===== src/rtl/lsq_mmio_collector.sv =====
// lsq_mmio_collector: in-order MMIO FIFO that issues to uncache only at the ROB head, with redirect flush
module lsq_mmio_collector #(
    parameter int DEPTH = 8,
    parameter int IDX_W = 8,
    parameter int CNT_W = 4
) (
    input  logic             clk,
    input  logic             rst,
    input  logic             io_lsq_mmio_0,
    input  logic             io_lsq_mmio_1,
    input  logic             io_lsq_mmio_2,
    input  logic [IDX_W-1:0] io_lsq_uop_0_robIdx_value,
    input  logic [IDX_W-1:0] io_lsq_uop_1_robIdx_value,
    input  logic [IDX_W-1:0] io_lsq_uop_2_robIdx_value,
    output logic             io_lsq_ready,
    input  logic [IDX_W-1:0] io_rob_deq_value,
    input  logic             io_redirect_valid,
    input  logic [IDX_W-1:0] io_redirect_robIdx_value,
    output logic             io_uncache_req_valid,
    input  logic             io_uncache_req_ready,
    output logic [IDX_W-1:0] io_uncache_req_robIdx_value,
    input  logic             io_uncache_resp_valid,
    output logic             io_wb_valid,
    output logic [IDX_W-1:0] io_wb_robIdx_value,
    output logic [CNT_W-1:0] io_count
);
    localparam int PTR_W = $clog2(DEPTH);
    typedef enum logic [1:0] {IDLE, REQ, WAIT_RESP} state_t;
    state_t           state_q, state_d;
    logic [IDX_W-1:0] mem_q [DEPTH];
    logic [IDX_W-1:0] mem_d [DEPTH];
    logic [PTR_W-1:0] head_q, head_d, tail_q, tail_d, p1, p2;
    logic [CNT_W-1:0] count_q, count_d, keep;
    logic             wb_valid_q, wb_valid_d;
    logic [IDX_W-1:0] wb_idx_q, wb_idx_d, redir_age;
    logic             pop, enq, flushed, head_flush;
    logic [1:0]       n_enq;

    assign io_lsq_ready                = count_q <= CNT_W'(DEPTH - 3);
    assign io_uncache_req_valid        = state_q == REQ;
    assign io_uncache_req_robIdx_value = mem_q[head_q];
    assign io_wb_valid                 = wb_valid_q;
    assign io_wb_robIdx_value          = wb_idx_q;
    assign io_count                    = count_q;

    always_comb begin
        pop       = state_q == WAIT_RESP && io_uncache_resp_valid;
        enq       = io_lsq_ready && !io_redirect_valid;
        redir_age = io_redirect_robIdx_value - io_rob_deq_value;
        keep      = count_q;
        flushed   = 1'b0;
        // the entry already sent to uncache (head in WAIT_RESP) survives the flush
        for (int i = 0; i < DEPTH; i++) begin
            if (!flushed && CNT_W'(i) < count_q && !(i == 0 && state_q == WAIT_RESP) &&
                IDX_W'(mem_q[head_q + PTR_W'(i)] - io_rob_deq_value) >= redir_age) begin
                flushed = 1'b1;
                keep    = CNT_W'(i);
            end
        end
        head_flush = io_redirect_valid && flushed && keep == '0;
        mem_d = mem_q;
        p1    = tail_q + PTR_W'(io_lsq_mmio_0);
        p2    = p1 + PTR_W'(io_lsq_mmio_1);
        n_enq = 2'(io_lsq_mmio_0) + 2'(io_lsq_mmio_1) + 2'(io_lsq_mmio_2);
        if (enq && io_lsq_mmio_0) mem_d[tail_q] = io_lsq_uop_0_robIdx_value;
        if (enq && io_lsq_mmio_1) mem_d[p1] = io_lsq_uop_1_robIdx_value;
        if (enq && io_lsq_mmio_2) mem_d[p2] = io_lsq_uop_2_robIdx_value;
        head_d  = head_q + PTR_W'(pop);
        tail_d  = io_redirect_valid ? head_q + keep[PTR_W-1:0] : tail_q + (enq ? PTR_W'(n_enq) : '0);
        count_d = io_redirect_valid ? keep - CNT_W'(pop)
                                    : count_q + (enq ? CNT_W'(n_enq) : '0) - CNT_W'(pop);
        wb_valid_d = pop;
        wb_idx_d   = pop ? mem_q[head_q] : wb_idx_q;
        state_d    = state_q;
        case (state_q)
            IDLE:      if (count_q != '0 && mem_q[head_q] == io_rob_deq_value && !head_flush) state_d = REQ;
            REQ:       state_d = head_flush ? IDLE : io_uncache_req_ready ? WAIT_RESP : REQ;
            WAIT_RESP: if (io_uncache_resp_valid) state_d = IDLE;
            default:   state_d = IDLE;
        endcase
    end

    always_ff @(posedge clk) begin
        if (rst) begin
            state_q    <= IDLE;
            mem_q      <= '{default: '0};
            head_q     <= '0;
            tail_q     <= '0;
            count_q    <= '0;
            wb_valid_q <= 1'b0;
            wb_idx_q   <= '0;
        end else begin
            state_q    <= state_d;
            mem_q      <= mem_d;
            head_q     <= head_d;
            tail_q     <= tail_d;
            count_q    <= count_d;
            wb_valid_q <= wb_valid_d;
            wb_idx_q   <= wb_idx_d;
        end
    end
endmodule

===== config.mk =====
export PLATFORM = sky130hd
export DESIGN_NAME = lsq_mmio_collector
export DESIGN_NICKNAME = d
export VERILOG_FILES = /design/src/rtl/lsq_mmio_collector.sv
export SDC_FILE = /design/constraint.sdc
export NUM_CORES = 1
export LEC_CHECK = 0
export CAP_MARGIN = 10
export CELL_PAD_IN_SITES_DETAIL_PLACEMENT = 0
export CELL_PAD_IN_SITES_GLOBAL_PLACEMENT = 1
export CORE_MARGIN = 5
export CORE_UTILIZATION = 47
export DETAILED_ROUTE_END_ITERATION = 7
export PLACE_DENSITY_LB_ADDON = 0.12
export SYNTH_ARGS = -nofsm -noshare
export SYNTH_HDL_FRONTEND = slang
export SYNTH_SLANG_ARGS = --single-unit

===== constraint.sdc =====
create_clock -name clk -period 9.95 [get_ports clk]
set_clock_uncertainty 0.05 [all_clocks]
set_input_delay 0.995 -clock clk [delete_from_list [all_inputs] [get_ports clk]]
set_output_delay 0.995 -clock clk [all_outputs]
set_load 0.02 [all_outputs]

==> results of run 1 <==
## registers in the layout, summed over array words and instances, names as in the netlist
register            flops
mem_q                  64
io_wb_robIdx_value      8
io_count                4
head_q                  3
tail_q                  3
state_q                 2
io_wb_valid             1
## power by group
group          total [uW]  switching, uW  internal [uW]  leakage, uW
clock network         366            155            210     0.000154
registers             475           83.3            392     0.000690
logic                1260            709            550      0.00428
total                2100            948           1150      0.00512
## worst min-delay path, stage by stage (launching register included)
cell	delay (ps)
dfxtp_1	330
mux2i_1	60
nor2_1	70
## cells by family after synthesis
family                     count (synthesis)  synth area share
DFF                                       85             0.158
xor gates and xnor gates                  78            0.0646
muxes                                    124             0.193
and+or+nand+nor                          349             0.153
buffers and inverters                    127            0.0469
adders and majority gates                161             0.196
AOI/OAI and AO/OA                        325             0.189
## layer usage
layer / vias to the layer above / track usage
met1: 4618 / 0.342
met4: 0 / 0.0741
met2: 286 / 0.470
li1: 4671 / -
met3: 49 / 0.0225
met5: - / 0
## final timing paths
| kind | start | to | slack [ps] |
|---|---|---|---|
| max | head_q[1] | tail_q[2] | 3110 |
| min | io_wb_robIdx_value[6] | io_wb_robIdx_value[6] | 450 |
| max reg2reg | head_q[1] | tail_q[2] | 3110 |
| min reg2reg | io_wb_robIdx_value[6] | io_wb_robIdx_value[6] | 450 |
## per-stage QoR
stage / instance area, sq um / hold slack [ps]
CTS: 12100 / 452
floorplan: 10800 / 494
global placement: 11800 / 423
global route: 12100 / 479
finish: 12100 / 449
detailed placement: 11800 / 436
## cell usage in the layout (no fill, tap or decap), types with 5 or more instances in the layout
master and count:
mux2_1 8, a211oi_1 54, a21oi_1 52, nand2b_1 20, o21bai_1 14, inv_1 66, and3_1 8, buf_4 19
clkbuf_16 9, nor2b_1 58, dfxtp_1 84, mux2_2 28, fa_1 13, xnor2_1 42, clkdlybuf4s50_1 70, nand3_1 16
a21o_1 16, xor2_1 34, or3_1 6, nor2_1 61, nand4_1 5, mux2i_1 24, o21ai_0 91, nand2_1 156
mux4_2 64, ha_1 148, o22ai_1 64
## area by class of cell
class / count / share of cell area
Timing Repair Buffer: 89 / 0.0699
Tap cell: 285 / 0.0296
Clock inverter: 4 / 0.00446
Multi-Input combinational cell: 1037 / 0.713
Sequential cell: 85 / 0.141
Inverter: 67 / 0.0209
Clock buffer: 12 / 0.0213
==> metrics list, run 1 <==
* Count of final setup violators: 0
* Min Clock Period, post-route: 6840 ps
- Timing would allow up to 0.146 GHz.
- Along the worst path, the maximum fanout reaches 37.
- For this run, the total global-route usage over all layers was measured as 0.264.
- In the synthesized netlist, the cells that appear most often are nand2_1 (156), ha_1 (148), o21ai_0 (91), dfxtp_1 (85), inv_1 (66).
- Registers take 1710 sq um.
- In this run, post-CTS hold repair placed 0 buffers.
* Number of iterations in the first detailed-routing pass: 5
- In the synthesized netlist the dominant register cell turns out to be dfxtp_1.
- Share of async-settable or async-resettable flops after synthesis: 0
* Largest net degree at the start of global routing: 68
- Wire length the detailed router placed on met1: 15,300 um
- The max-slew violation total from the final report was 0.
- Counting flops with a built-in enable in the synthesized netlist gives 0.
- Synthesis inferred 85 register bits.
- R2r worst-path depth: 28
- Dominant cell type by count on the critical path: ha_1
- nand2_1 is the most common cell in the netlist.
- Grouping stages by cell kind, the critical path spends the most delay in compound AO/OA/AOI/OAI gates.
* Routability Congestion: 0.901
- For this run, design rule violations remaining after detail routing come to 0.
- For the worst setup path, the data required time is 10,150 ps.
* Sequential fraction of the synthesis area: 0.158
- Dividing the final minimum period by the clock period gives 0.687.
* Number of hold-slack violations in the final timing report: 0
- Setup repair after global routing left no endpoint under its margin.
- Fraction of layout instances using a drive strength above 1: 0.112
* Remaining antenna violation count after routing: 0
* Layout overhead on the synthesized area: 11.7%
* Cell Count Post-Placement: 1,563
- Number of buffers inserted during clock tree synthesis: 9
- Result of the run: completed
- 0 antenna diodes ended up in the layout.
* Final net count: 1,498
- Power per cell area: 174 nW/um^2
- Post-synthesis cell type count: 61
- Slowest stage cell, crit path: ha_1
* Critical path endpoint category: register
* Core Rows: 55
- Detailed placement ended at an HPWL of 28,300 um.
- Port Buf Inserts: 70
- After detailed routing, the met2 layer carries 17,300 um of wire.
- I/O pins: 71
* CP startpoint kind: register
- Slowest Stage Delay on Critical Path: 640 ps
- Across all layers, the routed design uses 9,624 vias.
- Core Box Area: 22,600 sq um
- Vias in the first global route: 9,209
* Via-to-Cell Ratio: 6.09
- Post-Synthesis Net Count: 1,458
- Cell accounting for the most synthesized area: ha_1
- Number of maximum-capacitance violations: 0
* Die width: 162 um
- VDD sags by at most 83.2 uV.
- The routed design has 34,900 um of wire.
- STA puts the critical path data arrival time at 7040 ps.
- Top layer used by detailed routing: met4
- The cell area that synthesis handed to floorplanning was 10,800 sq um.
- Worst hold-check path type: reg -> reg
* Cell chosen for the clock root: clkbuf_16
- Post-synthesis average cell area: 8.65 sq um
* Post-layout instance count excluding filler cells: 1,579
- Pre-CTS setup slack: 2990 ps
- Initial antenna violation count: 0
- The routed design uses 1420 um of met3 wire.
- The clock tree synthesis step divided the H-tree into 3 levels.
- Leading post-synthesis cells by cell area: ha_1 (17%), dfxtp_1 (16%), mux4_2 (13%)
- The initial utilization of the core area, before any placement, comes to 0.477.
- Gates resized during post-CTS repair numbered 0.
- Fillcell total: 2,157
- The critical path is of the reg -> reg type.
- After detailed routing, the average wire length per cell comes to 22.1 um.
* Number of buffers inserted to repair setup after CTS: 0
- Setup Total Neg Slack: 0 ps
* Relative max-transition margin: 0.203
* Slew at the pin closest to its max-slew limit: 1190 ps
- Measured along the y axis, the die boundary spans 162 um.
* Final total power: 2100 uW
- At the end of the flow the core is filled with cells to 0.533.
- Counting buffers and inverters, the worst setup path is 28 cells deep.
* Clock tree from TritonCTS: done
- Worst setup margin: 3110 ps
- Sum of buffers and inverters on the critical path: 4
* Clock transition at the registers of the reported paths: 70 ps
* Wire length of the first global-routing pass: 53,400 um
* Number of sinks driven by the clock tree: 85
- During synthesis, Yosys emitted a total of 0 warnings.
* Footprint of the multi-input gates: 8590 sq um
- DRT iter0 DRCs: 671
* GRT overflow: 0
* Clock latency reported for the late side of the worst-skew pair: 350 ps
- In this run the static leakage power is 0.00512 uW.
* Min-Delay Path Depth: 2
- The share of synthesized area in the top cell type comes to 0.171.
* Post-synthesis instance total: 1,249
- The die covers 26,100 sq um.
- In this run the deepest clock path goes through 2 buffers.
Note: power is estimated with default switching activity, not from simulation.
==> run 2: changes to the inputs <==
- clock period: 9.95 -> 7 ns (I/O delays scaled with it)
==> metrics list, run 2 (synthesized netlist as in run 1, its figures left out) <==
- The run finished with clean final reports.
* Port Buf Inserts: 70 (unchanged)
- The cell depth of the worst flop-to-flop path came to 24 (-14%).
- The highest fanout seen on the critical path was 40 (+8.1%).
- WP data arrival: 6540 ps (-500 ps)
* Core Box Area: 22,600 sq um (unchanged)
- The time the worst path needs with I/O delays and setup was 6330 ps (-507 ps).
* RSZ-0062 raised after global routing: no
* Wire length of the first global-routing pass: 53,200 um (-0.52%)
- Via-to-Cell Ratio: 6.03 (-1.1%)
* End of the worst register-to-register path: tail_q[2]
- The highest attainable clock frequency is 0.158 GHz (+8.0%).
* Htree depth: 3 (unchanged)
- The worst setup path is captured at a register.
* Flip-flop count of the largest register, all copies and words added: 64 (unchanged)
* Die extent in y: 162 um (unchanged)
- Final count of pins violating max slew: 0 (unchanged)
- Most frequent cells in the layout: nand2_1 (156), ha_1 (148), o21ai_0 (91), dfxtp_1 (84), clkdlybuf4s50_1 (70)
- Number of buffers inserted during clock tree synthesis: 9 (unchanged)
* Vias in the first global route: 9,279 (+0.76%)
* Critical path data required time: 7210 ps (-2940 ps)
* Clock latency reported for the late side of the worst-skew pair: 360 ps (about the same)
- Number of sinks driven by the clock tree: 85 (unchanged)
* Maximum clock insertion buffer count: 2 (unchanged)
- The count of standard-cell rows came to 55 (unchanged).
- The worst register-to-register path begins at head_q[0].
* Power per cell area: 247 nW/um^2 (+42%)
- # resized after CTS: 0 (unchanged)
- The placement-stage cell area is 11,800 sq um (+0.38%).
- The setup TNS after final layout was 0 ps (unchanged).
* Routability Congestion: 0.887 (-1.6%)
- The first-pass iteration count of the detailed router came to 5 (unchanged).
- Reg2Reg Setup Slack: 670 ps (-2440 ps)
- The final number of hold-violating endpoints is 0 (unchanged).
* Relative max-transition margin: 0.210 (+0.00726)
- The number of violations reported at the end of detailed-routing iteration 0 came to 739 (+10%).
- The die footprint was 26,100 sq um (unchanged).
- The clock edge transition at the registers on the reported setup and hold paths is 70 ps (about the same).
* Layout overhead on the synthesized area: 12.2%
* Total wire length: 34,100 um (-2.3%)
* Final net count: 1,504 (+0.40%)
- Fin area: 12,100 sq um (+0.50%)
* CP startpoint kind: register
- Cell chosen for the clock root: clkbuf_16
- The via total after detailed routing was 9,552 (-0.75%).
* Initial Util: 0.477 (unchanged)
- Leaving out fill and tap cells, the most frequent cell in the layout is nand2_1.
- The count of hold buffers inserted by post-cts repair is 0 (unchanged).
- Half-perimeter wire length after placement: 27,700 um (-2.0%)
- TritonCTS built the clock tree.
- The post-route clock period utilization came to 0.904 (+0.217).
* Remaining antenna violation count after routing: 0 (unchanged)
* Fraction of layout instances using a drive strength above 1: 0.117 (+0.00487)
- Sink of the worst hold path: io_wb_robIdx_value[2]
- Final total power: 2990 uW (+43%)
- Startpoint of the most critical hold path: io_wb_robIdx_value[2]
- The number of endpoints failing setup at the final stage is 0 (unchanged).
- Crit path kind: reg -> reg
* Most flop-heavy register: mem_q
* Die width: 162 um (unchanged)
- The hold path depth is 2 (unchanged).
* Worst hold-check path type: reg -> reg
- The maximum number of pins on one net before global-route repair is 41 (-40%).
* Slew at the pin closest to its max-slew limit: 1180 ps (-5.38 ps)
- Number of buffers inserted to repair setup after CTS: 0 (unchanged)
* Antenna diode instance count: 0 (unchanged)
* GRT overflow: 0 (unchanged)
- I/O pins: 71 (unchanged)
* DRC viols: 0 (unchanged)
- Leakage power: 0.00515 uW (+0.62%)
- Mean routed wirelength per cell: 21.5 um (-2.7%)
- Worst ir drop on vdd: 130 uV (+56%)
- Number of maximum-capacitance violations: 0 (unchanged)
- Initial antenna violation count: 0 (unchanged)
* All-layer global routing usage: 0.260 (-0.00328)
## run 2: cell types whose count changed in the layout (fill, tap and decap cells not counted), sizes merged
cell	delta
clkbuf	-2
inv	+1
buf	+6
clkinvlp	+1
## run 2: critical path, cell delays in order, from the launching register on
cell      delay (ps)
dfxtp_4          340
buf_4            380
buf_4            610
mux4_2           600
nand2_1           90
nand2_1           80
ha_1             330
o21ai_0          150
a21boi_0         270
o21ai_0          110
nand2b_1         110
xor2_1           160
ha_1             260
a21o_1           190
a211o_1          290
a31oi_1          160
a221o_1          290
a41oi_1          170
o21ai_0          370
ha_1             220
inv_1             50
fa_1             390
xor2_1           170
xnor2_1          140
a211oi_1         240
## run 2: report_power, final
part	internal, uW	switching, uW
logic	787	1000
registers	557	112
clock network	305	232
## run 2: per-layer routing
| layer | track usage | share of wire | vias to the layer above |
|---|---|---|---|
| met5 | 0 | 0 | - |
| met4 | 0.0558 | 0.020 | 0 |
| met3 | 0.0334 | 0.035 | 37 |
| met2 | 0.465 | 0.50 | 209 |
| met1 | 0.337 | 0.45 | 4610 |
| li1 | - | - | 4696 |
## run 2: how the worst max path moves through the flow
stage                     slack, ps        end           startpoint  cells after the start
after floorplan                 110  tail_q[2]            head_q[0]                     33
after global placement          720  tail_q[2]  io_rob_deq_value[1]                     24
after detailed placement        680  tail_q[2]  io_rob_deq_value[1]                     24
after CTS                       670  tail_q[2]            head_q[0]                     24
after global routing            260  tail_q[2]            head_q[1]                     27
final                           670  tail_q[2]            head_q[0]                     24
## run 2: cell type report
cell class / instances / area (sq um)
Inverter: 67 / 251
Clock inverter: 6 / 75.1
Tap cell: 285 / 357
Multi-Input combinational cell: 1037 / 8590
Fill cell: 2156 / 10500
Sequential cell: 85 / 1710
Clock buffer: 10 / 250
Timing Repair Buffer: 95 / 888
## run 2: stage by stage
step	util	setup WS (ps)	hold WS, ps	std cells
after CTS	0.535	670	452	1585
after detailed placement	0.521	682	435	1569
final	0.535	671	451	1585
after floorplan	-	114	494	1249
after global placement	0.521	723	423	1569
after global routing	0.535	264	469	1585
